**config.mk**
```make
export PLATFORM = sky130hd
export DESIGN_NAME = vga_controller
export DESIGN_NICKNAME = d
export VERILOG_FILES = /design/src/rtl/vga_pkg.sv /design/src/rtl/vga_timing.sv /design/src/rtl/vga_controller.sv
export SDC_FILE = /design/constraint.sdc
export NUM_CORES = 1
export LEC_CHECK = 0
export CORE_UTILIZATION = 55
export CTS_BUF_LIST = sky130_fd_sc_hd__clkbuf_4
export DETAILED_ROUTE_END_ITERATION = 8
export PLACE_DENSITY = 0.81
export SETUP_SLACK_MARGIN = 0.4
export SYNTH_ARGS = -nofsm -noshare
export SYNTH_HDL_FRONTEND = slang
export SYNTH_HIERARCHICAL = 1
export SYNTH_SLANG_ARGS = --single-unit
```
**constraint.sdc**
```tcl
create_clock -name clock -period 4.7 [get_ports clock]
set_input_delay 1.41 -clock clock [delete_from_list [all_inputs] [get_ports clock]]
set_output_delay 1.41 -clock clock [all_outputs]
set_load 0.02 [all_outputs]
```
**src/rtl/vga_pkg.sv**
```systemverilog
// vga_pkg: 640x480@60 Hz timing constants, derived sync positions and the colour-bar LUT.
package vga_pkg;

    localparam int unsigned CLK_DIV   = 4;
    localparam int unsigned H_VISIBLE = 640;
    localparam int unsigned H_FP      = 16;
    localparam int unsigned H_SYNC    = 96;
    localparam int unsigned H_BP      = 48;
    localparam int unsigned V_VISIBLE = 480;
    localparam int unsigned V_FP      = 10;
    localparam int unsigned V_SYNC    = 2;
    localparam int unsigned V_BP      = 33;

    localparam int unsigned H_TOTAL  = H_VISIBLE + H_FP + H_SYNC + H_BP;
    localparam int unsigned HS_START = H_VISIBLE + H_FP;
    localparam int unsigned HS_END   = HS_START + H_SYNC;
    localparam int unsigned V_TOTAL  = V_VISIBLE + V_FP + V_SYNC + V_BP;
    localparam int unsigned VS_START = V_VISIBLE + V_FP;
    localparam int unsigned VS_END   = VS_START + V_SYNC;

    localparam int unsigned CNT_W     = 10;
    localparam int unsigned NUM_BARS  = 8;
    localparam int unsigned BAR_IDX_W = 3;

    typedef logic [11:0] rgb_t;

    localparam rgb_t RGB_BLACK = 12'h000;

    // Colour of vertical bar idx, left to right: white, yellow, cyan, green,
    // magenta, red, blue, black.
    function automatic rgb_t bar_color(input logic [BAR_IDX_W-1:0] idx);
        rgb_t c;
        case (idx)
            3'd0:    c = 12'hFFF;
            3'd1:    c = 12'hFF0;
            3'd2:    c = 12'h0FF;
            3'd3:    c = 12'h0F0;
            3'd4:    c = 12'hF0F;
            3'd5:    c = 12'hF00;
            3'd6:    c = 12'h00F;
            default: c = 12'h000;
        endcase
        return c;
    endfunction

endpackage

```
**src/rtl/vga_timing.sv**
```systemverilog
// vga_timing: pixel-rate divider, horizontal/vertical counters and the
// combinational sync / visible-area decode of the current counter state.
module vga_timing
    import vga_pkg::*;
#(
    parameter int unsigned ClkDiv   = CLK_DIV,
    parameter int unsigned HVisible = H_VISIBLE,
    parameter int unsigned HFp      = H_FP,
    parameter int unsigned HSync    = H_SYNC,
    parameter int unsigned HBp      = H_BP,
    parameter int unsigned VVisible = V_VISIBLE,
    parameter int unsigned VFp      = V_FP,
    parameter int unsigned VSync    = V_SYNC,
    parameter int unsigned VBp      = V_BP
) (
    input  logic             clk_i,
    input  logic             rst_i,
    output logic [CNT_W-1:0] h_o,
    output logic             visible_o,
    output logic             hsync_n_o,
    output logic             vsync_n_o
);

    localparam int unsigned DivW = (ClkDiv > 1) ? $clog2(ClkDiv) : 1;

    localparam logic [DivW-1:0]  DivMax  = DivW'(ClkDiv - 1);
    localparam logic [CNT_W-1:0] HMax    = CNT_W'(HVisible + HFp + HSync + HBp - 1);
    localparam logic [CNT_W-1:0] VMax    = CNT_W'(VVisible + VFp + VSync + VBp - 1);
    localparam logic [CNT_W-1:0] HVis    = CNT_W'(HVisible);
    localparam logic [CNT_W-1:0] VVis    = CNT_W'(VVisible);
    localparam logic [CNT_W-1:0] HsStart = CNT_W'(HVisible + HFp);
    localparam logic [CNT_W-1:0] HsEnd   = CNT_W'(HVisible + HFp + HSync);
    localparam logic [CNT_W-1:0] VsStart = CNT_W'(VVisible + VFp);
    localparam logic [CNT_W-1:0] VsEnd   = CNT_W'(VVisible + VFp + VSync);

    logic [DivW-1:0]  div_q, div_d;
    logic [CNT_W-1:0] h_q, h_d;
    logic [CNT_W-1:0] v_q, v_d;
    logic             tick;

    // Next-state: divider wraps every pixel; h advances per pixel, v per line end.
    always_comb begin
        tick  = (div_q == DivMax);
        div_d = tick ? '0 : div_q + 1'b1;
        h_d   = h_q;
        v_d   = v_q;
        if (tick) begin
            if (h_q == HMax) begin
                h_d = '0;
                v_d = (v_q == VMax) ? '0 : v_q + 1'b1;
            end else begin
                h_d = h_q + 1'b1;
            end
        end
    end

    // Counter state; reset restarts the raster at pixel (0,0).
    always_ff @(posedge clk_i) begin
        if (rst_i) begin
            div_q <= '0;
            h_q   <= '0;
            v_q   <= '0;
        end else begin
            div_q <= div_d;
            h_q   <= h_d;
            v_q   <= v_d;
        end
    end

    // Decode of the current raster position; syncs are active low.
    always_comb begin
        h_o       = h_q;
        visible_o = (h_q < HVis) && (v_q < VVis);
        hsync_n_o = !((h_q >= HsStart) && (h_q < HsEnd));
        vsync_n_o = !((v_q >= VsStart) && (v_q < VsEnd));
    end

endmodule

```
**src/rtl/vga_controller.sv**
```systemverilog
// vga_controller: VGA timing plus an 8-bar colour test pattern, all outputs
// registered one clock after the counter state they describe.
module vga_controller
    import vga_pkg::*;
#(
    parameter int unsigned ClkDiv   = CLK_DIV,
    parameter int unsigned HVisible = H_VISIBLE,
    parameter int unsigned HFp      = H_FP,
    parameter int unsigned HSync    = H_SYNC,
    parameter int unsigned HBp      = H_BP,
    parameter int unsigned VVisible = V_VISIBLE,
    parameter int unsigned VFp      = V_FP,
    parameter int unsigned VSync    = V_SYNC,
    parameter int unsigned VBp      = V_BP
) (
    input  logic        clock,
    input  logic        reset,
    output logic        io_horizontal_sync,
    output logic        io_vertical_sync,
    output logic [11:0] io_rgb_color
);

    localparam logic [CNT_W-1:0] BarW = CNT_W'(HVisible / NUM_BARS);

    logic [CNT_W-1:0]     h;
    logic                 visible;
    logic                 hsync_n;
    logic                 vsync_n;
    logic [BAR_IDX_W-1:0] bar_idx;
    rgb_t                 rgb_d, rgb_q;
    logic                 hsync_q, vsync_q;

    vga_timing #(
        .ClkDiv   (ClkDiv),
        .HVisible (HVisible),
        .HFp      (HFp),
        .HSync    (HSync),
        .HBp      (HBp),
        .VVisible (VVisible),
        .VFp      (VFp),
        .VSync    (VSync),
        .VBp      (VBp)
    ) u_timing (
        .clk_i     (clock),
        .rst_i     (reset),
        .h_o       (h),
        .visible_o (visible),
        .hsync_n_o (hsync_n),
        .vsync_n_o (vsync_n)
    );

    // Pattern: bar colour picked by h inside the visible window, black in blanking.
    always_comb begin
        bar_idx = BAR_IDX_W'(h / BarW);
        rgb_d   = visible ? bar_color(bar_idx) : RGB_BLACK;
    end

    // Output registers; reset parks the connector in idle (syncs high, black).
    always_ff @(posedge clock) begin
        if (reset) begin
            hsync_q <= 1'b1;
            vsync_q <= 1'b1;
            rgb_q   <= RGB_BLACK;
        end else begin
            hsync_q <= hsync_n;
            vsync_q <= vsync_n;
            rgb_q   <= rgb_d;
        end
    end

    assign io_horizontal_sync = hsync_q;
    assign io_vertical_sync   = vsync_q;
    assign io_rgb_color       = rgb_q;

endmodule

```
## Word level (Yosys, flattened, before mapping)

Cells that the tools add are included.

- Flip-flop bits (word level): 36
- Input port bits: 2
- Output and inout bits: 14

- Add/subtract/negate cells: 3
- Divide/modulo/power cells: 1
- Order comparisons: 6
- Equality and inequality tests: 9
- Muxes and demuxes: 3
- Bitwise logic cells: 1
- Reductions and logical operators: 9

Operators with widths:

| cell | count |
|---|---|
| 12-bit case mux with 7 select lines | 1 |
| 10-bit by 1-bit adder with 10-bit output, second input constant | 2 |
| 10-bit == test, second input constant | 2 |
| 10-bit less-than comparator, second input constant | 2 |
| 10-bit by 9-bit less-than comparator with 1-bit output, second input constant | 2 |
| 10-bit two-way mux | 2 |
| 10-bit by 7-bit divider with 10-bit output, second input constant | 1 |
| 10-bit >= comparator, second input constant | 1 |
| 10-bit by 9-bit >= comparator with 1-bit output, second input constant | 1 |
| 3-bit == test, second input constant | 3 |
| 3-bit by 2-bit == test with 1-bit output, second input constant | 2 |
| 2-bit OR reduction | 2 |
| 3-bit by 1-bit == test with 1-bit output, second input constant | 1 |
| 1-bit logical AND | 3 |
| 3-bit zero test | 1 |
| 2-bit by 1-bit adder with 2-bit output, second input constant | 1 |
| 2-bit == test, second input constant | 1 |
| 1-bit zero test | 2 |
| 2-bit AND reduction | 1 |
| 1-bit NOT | 1 |

## Logic depth before layout (Yosys ltp)

Gate-level depths: netlist of the first run.

- Depth after elaboration: 4
- Gate-level depth with buffers: 7
- Gate-level depth less buffers: 6

## Hierarchy

Netlist of the first run, hierarchy kept.

Modules (own cells, without submodules):

| module | instances | cells each | area an instance (um^2) | seq. area each (um^2) |
|---|---|---|---|---|
| vga_timing | 1 | 131 | 1127.3 | 440.4 |
| vga_controller | 1 | 47 | 385.4 | 100.1 |

## Least setup slack after synthesis of the first run

OpenSTA, ideal clock, no wires.

- Path kind: input to register
- Start: input reset
- End: register rgb_q[3] (netlist: io_rgb_color[3])
- Setup time: 0.088 ns
- Arrival: 1.992 ns
- Required time: 4.612 ns
- Setup slack: 2.620 ns
- Stages on the path: 3
- Path buffers: 0
- Cell sequence: nand2b_1 > a311o_1 > a311oi_2

- Word-level cells in the longest chain between the ends: 1

Ends and longest elaborated chain:

| item | RTL line | text |
|---|---|---|
| from (decl) | vga_controller.sv:17 | `input logic reset,` |
| 2-bit OR reduction (no source line) | -- |  |
| to (signal assigned) | vga_controller.sv:67 | `rgb_q <= rgb_d;` |
| to (decl) | vga_controller.sv:30 | `rgb_t rgb_d, rgb_q;` |

Every way passes these cells.
A chain may end at the register's enable or synchronous reset.

==> results of run 1 <==
-- power by group through the flow --
stage	Combinational (W)	Clock, W	Sequential (W)
final	0.0000305	0.000101	0.000236
after global routing	0.0000336	0.000114	0.000237
after CTS	0.0000307	0.000106	0.000236
after detailed placement	0.0000307	0	0.000242
after global placement	0.0000295	0	0.000241
after floorplan	0.0000205	0	0.000243
-- metal layers --
metal	routed length (um)	up-vias	GRT usage
met3	105	6	0.05833
met5	0	-	0
met2	1433	35	0.3923
met1	1293	599	0.2534
met4	40	0	0.06838
li1	-	645	-
-- stage by stage --
step | total power, W | worst slack [ns] | cells | utilization
final | 0.0003680 | 1.963 | 211 | 0.6386
after global routing | 0.0003850 | 1.855 | 211 | 0.6386
after CTS | 0.0003732 | 1.935 | 211 | 0.6386
after detailed placement | 0.0002723 | 1.681 | 207 | 0.6268
after global placement | 0.0002706 | 1.729 | 207 | 0.6268
after floorplan | 0.0002632 | 2.620 | 178 | -
-- Yosys cell counts, drive strengths merged (2+ instances only) --
cell | number | area share
nor3b | 4 | 0.020
and2 | 2 | 0.0083
or2 | 3 | 0.012
nand2b | 5 | 0.021
a21oi | 14 | 0.046
clkbuf | 3 | 0.0074
xor2 | 4 | 0.023
a31oi | 3 | 0.012
nor4 | 2 | 0.0083
or3 | 7 | 0.029
and3 | 2 | 0.0083
o21ai | 9 | 0.030
ha | 5 | 0.041
or4 | 3 | 0.015
nor4b | 2 | 0.022
nand2 | 12 | 0.030
inv | 7 | 0.017
nand3 | 7 | 0.023
nor2 | 7 | 0.017
o31ai | 3 | 0.015
buf | 13 | 0.062
nand4 | 7 | 0.039
dfxtp | 27 | 0.36
xnor2 | 5 | 0.029
nor3 | 11 | 0.036
-- worst paths after layout --
kind	endpoint	start	cells past startpoint	slack, ns
worst max-delay path	io_rgb_color[6]	io_rgb_color[7]	1	1.96
worst min-delay path	u_timing/div_q[0]	u_timing/div_q[0]	1	0.44
worst max register to register	u_timing/v_q[8]	u_timing/h_o[8]	4	2.53
worst min register to register	u_timing/div_q[0]	u_timing/div_q[0]	1	0.44
-- final cells by class --
cell class / count / area share
multi-input cells: 128 / 0.5173
flip-flops and latches: 27 / 0.3326
repair buffers: 15 / 0.09238
well taps: 30 / 0.02309
clock buffers: 4 / 0.01848
inverters: 7 / 0.01617
-- kinds of logic (layout without fill, tap and decap cells) --
logic type / count (synthesis) / in the layout / share of synthesized area
AO/OA/AOI/OAI: 36 / 36 / 0.1472
XOR/XNOR: 9 / 9 / 0.05211
adder cells (fa/ha/maj): 6 / 6 / 0.04797
buffers and inverters: 23 / 26 / 0.08684
flip-flops: 27 / 27 / 0.3573
AND/OR/NAND/NOR: 77 / 77 / 0.3085
-- state kept, by name (all words and copies together) (netlist names) --
| name | count |
|---|---|
| io_horizontal_sync | 1 |
| io_rgb_color | 3 |
| io_vertical_sync | 1 |
| u_timing/div_q | 2 |
| u_timing/h_o | 10 |
| u_timing/v_q | 10 |
-- worst register-to-register path, stage by stage (launching register included) --
cell and delay, ns:
dfxtp_1 0.63, nor4b_4 0.41, nand4_4 0.31, o21bai_1 0.60
a21oi_1 0.10
==> summary by stage, run 1 <==
Outcome
The flow ran to the end, and the final reports show no timing, DRC or antenna violations.

Setup path
STA puts the critical path data arrival time at 1.33 ns. STA classifies the critical path endpoint as an output pin. On the worst path, the slowest cell contributes a delay of 0.62 ns. STA puts the critical path data required time at 3.29 ns. The largest delay contributor family on the critical path is buffers and inverters.

Counting both buffers and inverters, the worst setup path holds a total of 1. The worst setup path is of the flop to output pin kind. Along the worst path, the maximum fanout reaches 4. STA classifies the critical path startpoint as a flop. The slowest library cell on the worst path is clkdlybuf4s50_1. Walking the worst path, the cells encountered are clkdlybuf4s50_1.

Pwr
Of the total power, the share spent switching nets is 0.2210. The design internal power is 0.0002867 W. Power spread over the standard cell area amounts to 226.4 mW/mm2. IR analysis of the VDD net gives a maximum drop of 0.2288 mV. The power share of the sequential group is 0.642.

The cell leakage power is 0.5188 nW. The proportion of power drawn by the clock network is 0.275. The logic gate share of total power is 0.083.

For this design the total switching power over the nets is 0.00008134 W.

Synth
The number of library cell types mapped by synthesis is 41. For this run, the leading register cell type out of synthesis is dfxtp_1. The number of flip-flops and latches in the synthesized netlist is 27. The number of synthesis warnings is 6. The number of standard cells after synthesis is 178. The share of flip-flops with an asynchronous set or reset is 0. The number of flops mapped to enable cells by yosys is 0. When the netlist entered floorplanning its net count stood at 185.

The mean area per synthesized cell is 8.498 um2. Summing every instance area after synthesis gives 0.001513 mm2. The register area share after synthesis is 0.3573.

CTS
The number of levels the H-tree was split into is 1. The number of gates resized after CTS was 0. The number of buffers inserted by post-CTS setup repair is 0. For this design, the CTS-stage hold fixing added 0 buffers. Clock-pin slew was measured on the worst setup and hold paths at 0.13 ns. CTS saw 27 sinks. The worst-case clock buffer depth is 2. The master cell of the clock root buffer is clkbuf_4. The insertion delay of the later-clocked pin in the worst-skew pair is 0.31 ns. TritonCTS built the clock tree. TritonCTS created 3 clock buffers.

Layout
The area taken by multi-input logic gates is 840.8 um2. The area added between synthesis and finish is 7.444%. The most common cell after layout, fill and taps aside is dfxtp_1. The library cells used most frequently in the layout, excluding fill and tap cells, are dfxtp_1, clkdlybuf4s50_1, a21oi_1. The fraction of final layout cells sized beyond drive strength 1 is 0.06077. Registers take 540.5 um2.

After the last flow step, the layout net total stands at 189. The number of filler cells placed in the layout is 222. 0 antenna diodes ended up in the layout. Once layout is done, the placed cells without fillers occupy 0.001625 mm2.

Timing
The normalized max-slew margin is 0.5902. The count of final max-slew check failures is 0. The routed design could run at a clock period as short as 2.737 ns.

Clock skew on the completed layout was measured at 0.003339 ns. Setup repair after global routing left no endpoint under its margin. Of the available clock period, the critical path in the final layout requires 0.5823. The post-route setup TNS is 0 ns.

Setup violations remaining at the end of the flow were counted as 0. The number of hold-slack violations in the final timing report was 0. Across all hold checks on the routed design, the worst slack comes to 0.4385 ns. The worst-margin pin slew is 0.6139 ns.

For this run, the top clock speed supported by timing is 365.4 MHz.

Worst hold path
The min-delay analysis places its worst path in the category flop to flop.

Route
The detailed router placed 1285 vias in this run. The total wire length is 2.872 mm. Once detail routing completed, the nets flagged for antenna violations numbered 0.

After detailed routing, the number of remaining DRC violations is 0. The count of routing violations after the opening detailed-route iteration is 29. After detailed routing, the number of vias per cell comes to 6.090. The detailed-routing iteration count for the pre-antenna-repair pass is 4. The final routed wire length divided by cell count is 13.61 um.

GRT
The via count of the first global-routing pass is 1079. The number of antenna violations at the first check in global routing is 0. For this run the aggregate overflow at the end of global routing stands at 0. For this run, the total global-route usage over all layers was measured as 0.2202. Entering global routing, the biggest net connects 20 pins. The wire length of the first global-routing pass is 4.623 mm.

Floorplan
Measured along the y axis, the die boundary spans 54.45 um. The die covers 0.002964 mm2. For this configuration, the core starts out at a cell density of 0.5944. Row generation in the floorplan step produced 18 rows. The die extent in x is 54.45 um. The number of top-level pins is 16. The total area inside the core boundary comes to 0.002545 mm2.

Placed design
Detailed placement finished with a half-perimeter wire length of 2.043 mm. Once placement finished, the instance area stood at 0.001595 mm2. The count of buffers inserted at the top-level ports is 15. Routability-driven placement finished with a final weighted congestion of 0.8205.

Run
The count of maximum capacitance violations is 0.
No activity file was read; power rests on OpenSTA's default activity.
==> run 2, diff against run 1 <==
--- a/config.mk
+++ b/config.mk
@@ -5,10 +5,10 @@
 export SDC_FILE = /design/constraint.sdc
 export NUM_CORES = 1
 export LEC_CHECK = 0
-export CORE_UTILIZATION = 55
+export CORE_UTILIZATION = 52
 export CTS_BUF_LIST = sky130_fd_sc_hd__clkbuf_4
 export DETAILED_ROUTE_END_ITERATION = 8
-export PLACE_DENSITY = 0.81
+export PLACE_DENSITY = 0.8
 export SETUP_SLACK_MARGIN = 0.4
 export SYNTH_ARGS = -nofsm -noshare
 export SYNTH_HDL_FRONTEND = slang
==> constraint.sdc (replaced) <==
create_clock -name clock -period 2.5 [get_ports clock]
set_input_delay 0.75 -clock clock [delete_from_list [all_inputs] [get_ports clock]]
set_output_delay 0.75 -clock clock [all_outputs]
set_load 0.02 [all_outputs]
==> run 2 against run 1 <==
Net effect:
- clock power increased by 94%
- first-iteration DRC count increased by 48%
- routed wire length increased by 3.5%
- die area increased by 5.5%
- critical endpoint is now io_horizontal_sync
- non-clock buffer count increased by 2
- sequential power increased by 88%
- cell area increased by 2.9%
- critical path depth unchanged
==> summary by stage, run 2 (synthesis results as in run 1) <==
CTS
The number of buffers inserted by post-CTS setup repair is 0 (unchanged). The post-cts hold buffer count is 0 (unchanged). The TritonCTS buffer count was 3 (unchanged). The clock transition at the register clock pins on the worst setup and hold paths after CTS is 0.14 ns (about the same).

TritonCTS built the clock tree. The worst-case clock buffer depth is 2 (unchanged). The number of clock sinks is 27 (unchanged).

The number of levels the H-tree was split into came to 1 (unchanged). The insertion delay of the later-clocked pin in the worst-skew pair is 0.32 ns (about the same). CTS placed an instance of clkbuf_4 at the clock tree root.

Setup path
The required time of the critical path is 1.75 ns (-1.54 ns). For this design, the slowest cell found on the critical path is clkdlybuf4s50_1. The largest stage delay on the critical path came to 0.59 ns (-0.03 ns). STA classifies the critical path endpoint as an output pin.

The cell family contributing the most delay on the critical path is buffers and inverters. STA classifies the critical path startpoint as a flop. The critical path arrival is 1.24 ns (-0.09 ns). The critical path goes through clkdlybuf4s50_1. The largest fanout on the critical path was 1 (-3). The critical setup path kind is flop to output pin. The total buffers and inverters traversed by the critical path is 1 (unchanged).

Route
The final routed wire length divided by cell count is 13.89 um (+2.1%). The remaining routing DRC violations is 0 (unchanged). The count of routing violations after the opening detailed-route iteration was 43 (+48%). The total wire length is 2.973 mm (+3.5%). The total vias in the final route is 1276 (-0.70%).

The number of routed nets with antenna violations came to 0 (unchanged). The via density per instance is 5.963 (-2.1%). The detailed-routing iteration count for the pre-antenna-repair pass is 4 (unchanged).

Floorplan
The starting density of the core was 0.5485 (-0.04585). The die extent in x came to 55.94 um (+2.7%). The cell row count was 19 (+1). The vertical extent of the die is 55.94 um (+2.7%).

The area of the core was 0.002758 mm2 (+8.4%). The die area is 0.003129 mm2 (+5.5%). The number of top-level pins is 16 (unchanged).

Pwr
The logic gate share of total power is 0.080 (-0.003). The design internal power came to 0.0005380 W (+88%). The cell leakage power was 0.6237 nW (+20%). The worst IR drop on VDD is 0.3667 mV (+60%).

The switching power summed over all nets was 0.0001576 W (+94%). The proportion of power drawn by the clock network was 0.282 (+0.007). The total power is 0.0006956 W (+89%). The power density normalized to cell area was 415.8 mW/mm2 (+84%). The switching fraction of total power is 0.2266 (+0.005582).

The power share of the sequential group is 0.638 (-0.004).

Run
The count of maximum capacitance violations came to 0 (unchanged).

GRT
The via count of the first global-routing pass is 1134 (+5.1%). The total congestion overflow after global routing is 0 (unchanged). The largest net degree at the start of global routing is 20 (unchanged). The wire length of the first global-routing pass came to 4.974 mm (+7.6%). The number of antenna violations at the first check in global routing is 0 (unchanged). The all-layer global routing usage came to 0.1970 (-0.02321).

Outcome
The flow ran to the end, and the final reports show no timing, DRC or antenna violations.

Timing
The count of final max-slew check failures is 0 (unchanged). The clock period could shrink to 1.993 ns. The highest attainable clock frequency is 501.8 MHz. The worst-margin pin slew is 0.4956 ns (-0.1183 ns).

Setup repair after global routing could not meet its margin everywhere. The post-route setup TNS is 0 ns (unchanged). The normalized max-slew margin is 0.6692 (+0.07898). The number of setup violations in the final report is 0 (unchanged). Of the available clock period, the critical path in the final layout requires 0.7971.

The number of hold-slack violations in the final timing report is 0 (unchanged). The clock skew after layout is 0.004632 ns (+0.001293 ns).

Layout
The final instance count without filler cells was 214 (+1.4%). In the layout the commonest cells are dfxtp_1, a21oi_1, nand2_1. The post-route cell area is 0.001673 mm2 (+2.9%).

The number of antenna diodes is 0 (unchanged). The area growth from synthesis to layout is 10.59%. The most common cell after layout, fill and taps aside is dfxtp_1. The number of filler cells placed in the layout is 245 (+10%). The final net count is 191 (+1.1%). The fraction of final layout cells sized beyond drive strength 1 is 0.09290 (+0.03212).

Placed design
The placed wire-length estimate after detailed placement was 2.090 mm (+2.3%). The placer's final routability congestion estimate is 0.8256 (+0.62%). The placement-stage cell area came to 0.001612 mm2 (+1.0%). The cell count after placement is 210 (+1.4%). The count of buffers inserted at the top-level ports was 15 (unchanged).

Worst hold path
The path class of the tightest hold or removal check is flop to flop.
==> run 2: worst paths after layout <==
path	start	to	slack [ns]	cells past startpoint
min	u_timing/div_q[0]	u_timing/div_q[0]	0.44	1
max	io_horizontal_sync	io_horizontal_sync	0.51	1
max reg2reg	u_timing/h_o[5]	u_timing/v_q[8]	0.52	4
min reg2reg	u_timing/div_q[0]	u_timing/div_q[0]	0.44	1
==> run 2: repair_timing <==
action / in CTS / in global routing
pin swaps: 0 / 2
gates resized for setup: 4 / 12
setup endpoints to repair: 10 / 14
==> run 2: area by class of cell <==
cell class              instances  area [um2]  area share
flip-flops and latches         27       541.8      0.3239
repair buffers                 17       187.7      0.1122
multi-input cells             128       848.3      0.5071
inverters                       7       26.28     0.01571
well taps                      31       38.79     0.02319
clock buffers                   4       30.03     0.01795
==> run 2: power by group through the flow <==
| stage | Clock (W) | Combinational, W | Sequential [W] |
|---|---|---|---|
| 2_1_floorplan | 0 | 0.0000385 | 0.000456 |
| 3_3_place_gp | 0 | 0.0000568 | 0.000453 |
| 6_report | 0.000196 | 0.0000559 | 0.000444 |
| 3_5_place_dp | 0 | 0.0000580 | 0.000454 |
| 4_1_cts | 0.000205 | 0.0000574 | 0.000444 |
| 5_1_grt | 0.000220 | 0.0000611 | 0.000445 |
==> run 2: worst reg2reg max path: stages (launching register included) <==
cell and delay, ns:
dfxtp_1 0.49, nor4b_4 0.43, nand4_4 0.29, or4_1 0.58, a21oi_1 0.14
==> run 2: per-layer routing <==
layer  track usage  vias to the layer above  routed length, um
met1        0.2302                      595               1319
met2        0.3528                       27               1479
met5             0                        -                  0
li1              -                      649                  -
met4       0.06969                        0                 40
met3       0.04419                        5                133
==> run 2: per-stage QoR <==
stage | hold WS, ns | util | setup slack, ns
global route | 0.4523 | 0.6066 | 0.3690
global placement | 0.4129 | 0.5844 | 0.4846
detailed placement | 0.4211 | 0.5844 | 0.3831
floorplan | 0.4043 | - | 0.7969
finish | 0.4408 | 0.6066 | 0.5073
CTS | 0.4408 | 0.5962 | 0.4055
==> patch 1, RTL diff (flow settings as in run 1) <==
The package constant `CNT_W` goes from 10 to 20.
--- a/src/rtl/vga_pkg.sv
+++ b/src/rtl/vga_pkg.sv
@@ -18,7 +18,7 @@
     localparam int unsigned VS_START = V_VISIBLE + V_FP;
     localparam int unsigned VS_END   = VS_START + V_SYNC;
 
-    localparam int unsigned CNT_W     = 10;
+    localparam int unsigned CNT_W     = 20;
     localparam int unsigned NUM_BARS  = 8;
     localparam int unsigned BAR_IDX_W = 3;
 
Check against the original RTL: same outputs for any inputs over 10 cycles, from zero or initial values and one cycle with reset high; that may be too few to reach the edited logic, so the function may still have changed.
==> patch 1 against run 1 <==
- critical endpoint is now io_rgb_color[3]$_SDFF_PP0_
- power is 72% higher
- highest routed layer unchanged
- final area grew to 2.8 times the old value
- synthesized area grew to 2.6 times the old value
- sequential cell count is 20 higher
- setup slack worse by 1400 ps
- maximum frequency is 34% lower
- wire length grew to 3.6 times the old value
- non-clock buffer count is 14 higher
- register-to-register slack worse by 2000 ps
- largest power group unchanged
- sequential share of layout area is 12 points lower
- critical path type is now reg -> reg
==> patch 1: results (changes against run 1) <==
INFO  metric grt_start_max_net_pins = 23 (+15%)
INFO  metric layout.cells.non_filler = 596 (+180%)
INFO  metric route.final.wire_length = 10300 µm (+260%)
INFO  metric crit_arrival = 4490 ps (+3160 ps)
INFO  metric place.gp.congestion = 0.932 (+14%)
INFO  metric leakagePower = 1.49 nW (+190%)
INFO  metric worstRegToRegCells = 14 (+10)
INFO  metric first_pass_iters = 5 (+1)
INFO  metric worst_path_max_delay_cell = sky130_fd_sc_hd__or3_4
INFO  metric vias = 4023 (+210%)
INFO  metric critical-path-top-delay-family = compound AO/OA/AOI/OAI gates
INFO  metric synthesized_net_count = 508 (+170%)
INFO  metric grt_pass1_vias = 3397 (+210%)
INFO  metric yosys.cell_types.count = 92 (+120%)
INFO  metric worstSkewPairLatency = 360 ps (+50 ps)
INFO  metric critPathBufInv = 0 (-1)
INFO  metric syn_inst = 501 (+180%)
INFO  metric track_usage = 0.251 (+0.0308)
INFO  metric worst_pin_slew = 844 ps (+230 ps)
INFO  metric drt-initial-drc-count = 299 (+930%)
INFO  metric max-vdd-ir-drop = 0.000124 V (-46%)
INFO  metric grt_pass1_wl = 15600 µm (+240%)
INFO  metric placed_cell_count = 578 (+180%)
INFO  metric status = finished, final reports clean
INFO  metric htree_levels = 2 (+1)
INFO  metric critical_path.reg2reg.startpoint = u_timing/h_o[14]$_SDFFE_PP0P_
INFO  metric synth.top_cells.by_count = sky130_fd_sc_hd__nor2_1 (51), sky130_fd_sc_hd__dfxtp_1 (47), sky130_fd_sc_hd__nand3_1 (30), sky130_fd_sc_hd__nor3_1 (24)
INFO  metric place_worst_setup_slack = 166 ps (-1520 ps)
INFO  metric synthTopCellsByArea = sky130_fd_sc_hd__dfxtp_1 (24%), sky130_fd_sc_hd__nor2_1 (4.8%), sky130_fd_sc_hd__nand3_1 (3.8%)
INFO  metric seq_area_frac_synth = 0.236 (-0.121)
## patch 1: worst paths after layout
path / to / slack [ps]
worst max register to register: io_rgb_color[3]$_SDFF_PP0_ / 530
worst min register to register: u_timing/div_q[0]$_SDFF_PP0_ / 450
worst min-delay path: u_timing/div_q[0]$_SDFF_PP0_ / 450
worst max-delay path: io_rgb_color[3]$_SDFF_PP0_ / 530
## patch 1: what timing repair did
action	4_1_cts	5_1_grt
buffers inserted	0	8
gates resized for setup	15	51
cloned	0	2
endpoints found under the setup margin	2	2
pin swaps	0	8
## patch 1: layer usage
metal / routed length, µm / share of wire / global-route usage
met1: 4660 / 0.45 / 0.342
met2: 4910 / 0.48 / 0.418
met3: 567 / 0.055 / 0.0341
met4: 134 / 0.013 / 0.0656
met5: 0 / 0 / 0
## patch 1: cells by family (layout without fill, tap and decap cells)
family | Yosys count | count (layout) | synth area share
fa+ha+maj | 7 | 7 | 0.0213
compound gates | 126 | 127 | 0.253
xor+xnor | 28 | 28 | 0.0615
mux | 3 | 3 | 0.00784
flops | 47 | 47 | 0.236
buf+inv | 59 | 56 | 0.0806
simple gates | 231 | 232 | 0.340
## patch 1: final cells by class
type / count / area [µm²] / share of cell area
inverters: 19 / 71.3 / 0.0159
flip-flops and latches: 47 / 963 / 0.215
clock buffers: 6 / 45.0 / 0.0100
well taps: 96 / 120 / 0.0268
clock inverters: 2 / 12.5 / 0.00279
repair buffers: 29 / 263 / 0.0586
multi-input cells: 397 / 3010 / 0.671
## patch 1: where the power goes
part / internal [mW] / leakage (nW) / switching (mW) / total, mW
Clock: 0.0640 / 0.0333 / 0.132 / 0.196
Combinational: 0.0163 / 1.07 / 0.0204 / 0.0367
Sequential: 0.399 / 0.385 / 0.00303 / 0.402
Total: 0.480 / 1.49 / 0.155 / 0.635
==> patch 2, RTL diff (flow settings as in run 1) <==
Made on the original files. Register the output `io_horizontal_sync` once more; this adds one clock of latency there. The other outputs are not delayed to match.
--- a/src/rtl/vga_controller.sv
+++ b/src/rtl/vga_controller.sv
@@ -68,7 +68,9 @@
         end
     end
 
-    assign io_horizontal_sync = hsync_q;
+    always_ff @(posedge clock) begin
+        io_horizontal_sync <= hsync_q;
+    end
     assign io_vertical_sync   = vsync_q;
     assign io_rgb_color       = rgb_q;
 
Function: changed (a bounded check fails within 4 cycles, from zero or initial values and one cycle with reset high).
==> patch 2 against run 1 <==
- power about the same
- sequential share of layout area up 1.4 points
- synthesized area rose by 1.7%
- setup slack gained 3.7 ps
- final area is 0.39% lower
- largest power group unchanged
- combinational power shrank 1%
- critical path depth unchanged
- first-iteration DRC count is 45% higher
- core utilization is 0.80 points lower
- wire length is 5.0% lower
- sequential cell count grew 1
- clock power is 8% lower
==> patch 2: results (changes against run 1) <==
INFO  metric status = finished, final reports clean
INFO  metric filler_cells = 226 (+1.8%)
INFO  metric route.final.wire_length = 2730 µm (-5.0%)
INFO  metric worstRegToRegCells = 5 (+1)
INFO  metric track_usage = 0.203 (-0.0173)
INFO  metric grt_pass1_wl = 4360 µm (-5.7%)
INFO  metric crit_end = io_rgb_color[7]
INFO  metric max-vdd-ir-drop = 0.000186 V (-19%)
INFO  metric crit_arrival = ~1300 ps
INFO  metric hpwlAfterDp = 1970 µm (-3.4%)
INFO  metric critical_path.reg2reg.startpoint = u_timing/div_q[0]$_SDFF_PP0_
INFO  metric leakagePower = 0.520 nW (+0.25%)
INFO  metric synthTopCellsByArea = sky130_fd_sc_hd__dfxtp_1 (36%), sky130_fd_sc_hd__buf_4 (5.9%), sky130_fd_sc_hd__a21oi_1 (4.2%)
INFO  metric post_synth.cell_area_avg = 8.54 µm² (+0.52%)
INFO  metric finalClockSkew = 6.74 ps (+3.40 ps)
INFO  metric place.port_buffers = 15 (unchanged)
INFO  metric drt-initial-drc-count = 42 (+45%)
INFO  metric rr_endpoint = u_timing/v_q[7]$_SDFFE_PP0P_
INFO  metric seq_area_frac_synth = 0.365 (+0.00720)
INFO  metric crit_path_max_incr_delay = 620 ps (about the same)
INFO  metric worstSkewPairLatency = 320 ps
INFO  metric post_drt_via_cell_ratio = 5.84 (-4.1%)
INFO  metric worst-r2r-setup-slack = 2610 ps (+80 ps)
INFO  metric root_buffer = sky130_fd_sc_hd__clkbuf_4
INFO  metric synth.top_cells.by_count = sky130_fd_sc_hd__dfxtp_1 (28), sky130_fd_sc_hd__nand2_1 (14), sky130_fd_sc_hd__a21oi_1 (13), sky130_fd_sc_hd__nor3_1 (13), sky130_fd_sc_hd__buf_4 (12)
INFO  metric placed_cell_count = 207 (unchanged)
INFO  metric min_from = hsync_q$_SDFF_PP1_
INFO  metric synthesized_net_count = 187 (+1.1%)
INFO  metric place.gp.congestion = 0.813 (-0.87%)
INFO  metric htree_levels = 1 (unchanged)
INFO  metric post-cts-setup-buffers = 0 (unchanged)
INFO  metric proportion_of_layout_cells_with_a_drive_suffix_above_1 = 0.0556 (-0.00522)
INFO  metric detail_route.wl_per_cell = 13.0 µm (-4.6%)
INFO  metric grt_pass1_vias = 994 (-7.9%)
INFO  metric worst_pin_slew = 602 ps (-12.0 ps)
-- patch 2: changes by cell type in the layout (fill, tap and decap cells not counted), moves of 2 or more --
cell                       delta
sky130_fd_sc_hd__nand2b_1     -2
sky130_fd_sc_hd__a31oi_1      -2
sky130_fd_sc_hd__nor3b_1      -2
sky130_fd_sc_hd__nor3_1       +2
sky130_fd_sc_hd__nand2_1      +2
sky130_fd_sc_hd__nor2_1       +2
-- patch 2: logic make-up (layout without fill, tap and decap cells) --
family                     count (synthesis)  in the layout  synth area share
muxes                                      1              1           0.00651
buffers and inverters                     26             26             0.103
and+or+nand+nor                           77             77             0.291
xor gates and xnor gates                   9              9            0.0513
adders and majority gates                  7              7            0.0545
AOI/OAI and AO/OA                         32             32             0.129
DFF                                       28             28             0.365
-- patch 2: per-layer routing --
| metal | part of all wire | track usage | vias to the layer above | wire length (µm) |
|---|---|---|---|---|
| met5 | 0 | 0 | - | 0 |
| li1 | - | - | 633 | - |
| met3 | 0.048 | 0.0583 | 4 | 132 |
| met4 | 0.0099 | 0.0342 | 0 | 27 |
| met1 | 0.45 | 0.261 | 552 | 1230 |
| met2 | 0.49 | 0.337 | 37 | 1340 |
-- patch 2: cell type report --
type                            instances  share of cell area
Inverter                                8              0.0185
Clock buffer                            3              0.0139
Tap cell                               30              0.0232
Timing Repair Buffer                   15              0.0927
Multi-Input combinational cell        126               0.505
Sequential cell                        28               0.346
-- patch 2: through the flow --
step | instance area, µm² | setup slack, ps
floorplan | 1540 | 2650
CTS | 1620 | 1940
detailed placement | 1600 | 1820
finish | 1620 | 1970
global placement | 1600 | 1870
global route | 1620 | 1860
-- patch 2: worst min path at each step --
stage                                      end  slack, ps  cells past startpoint
floorplan           io_horizontal_sync$_DFF_P_        310                      0
global placement    io_horizontal_sync$_DFF_P_        310                      0
detailed placement  io_horizontal_sync$_DFF_P_        320                      0
CTS                 io_horizontal_sync$_DFF_P_        350                      0
global route        io_horizontal_sync$_DFF_P_        360                      0
finish              io_horizontal_sync$_DFF_P_        350                      0
-- patch 2: power breakdown --
part | switching, mW | total, mW | leakage (nW) | internal (mW)
sequential | 0.00299 | 0.245 | 0.227 | 0.242
combinational | 0.0156 | 0.0301 | 0.279 | 0.0144
clock | 0.0628 | 0.0929 | 0.0138 | 0.0300
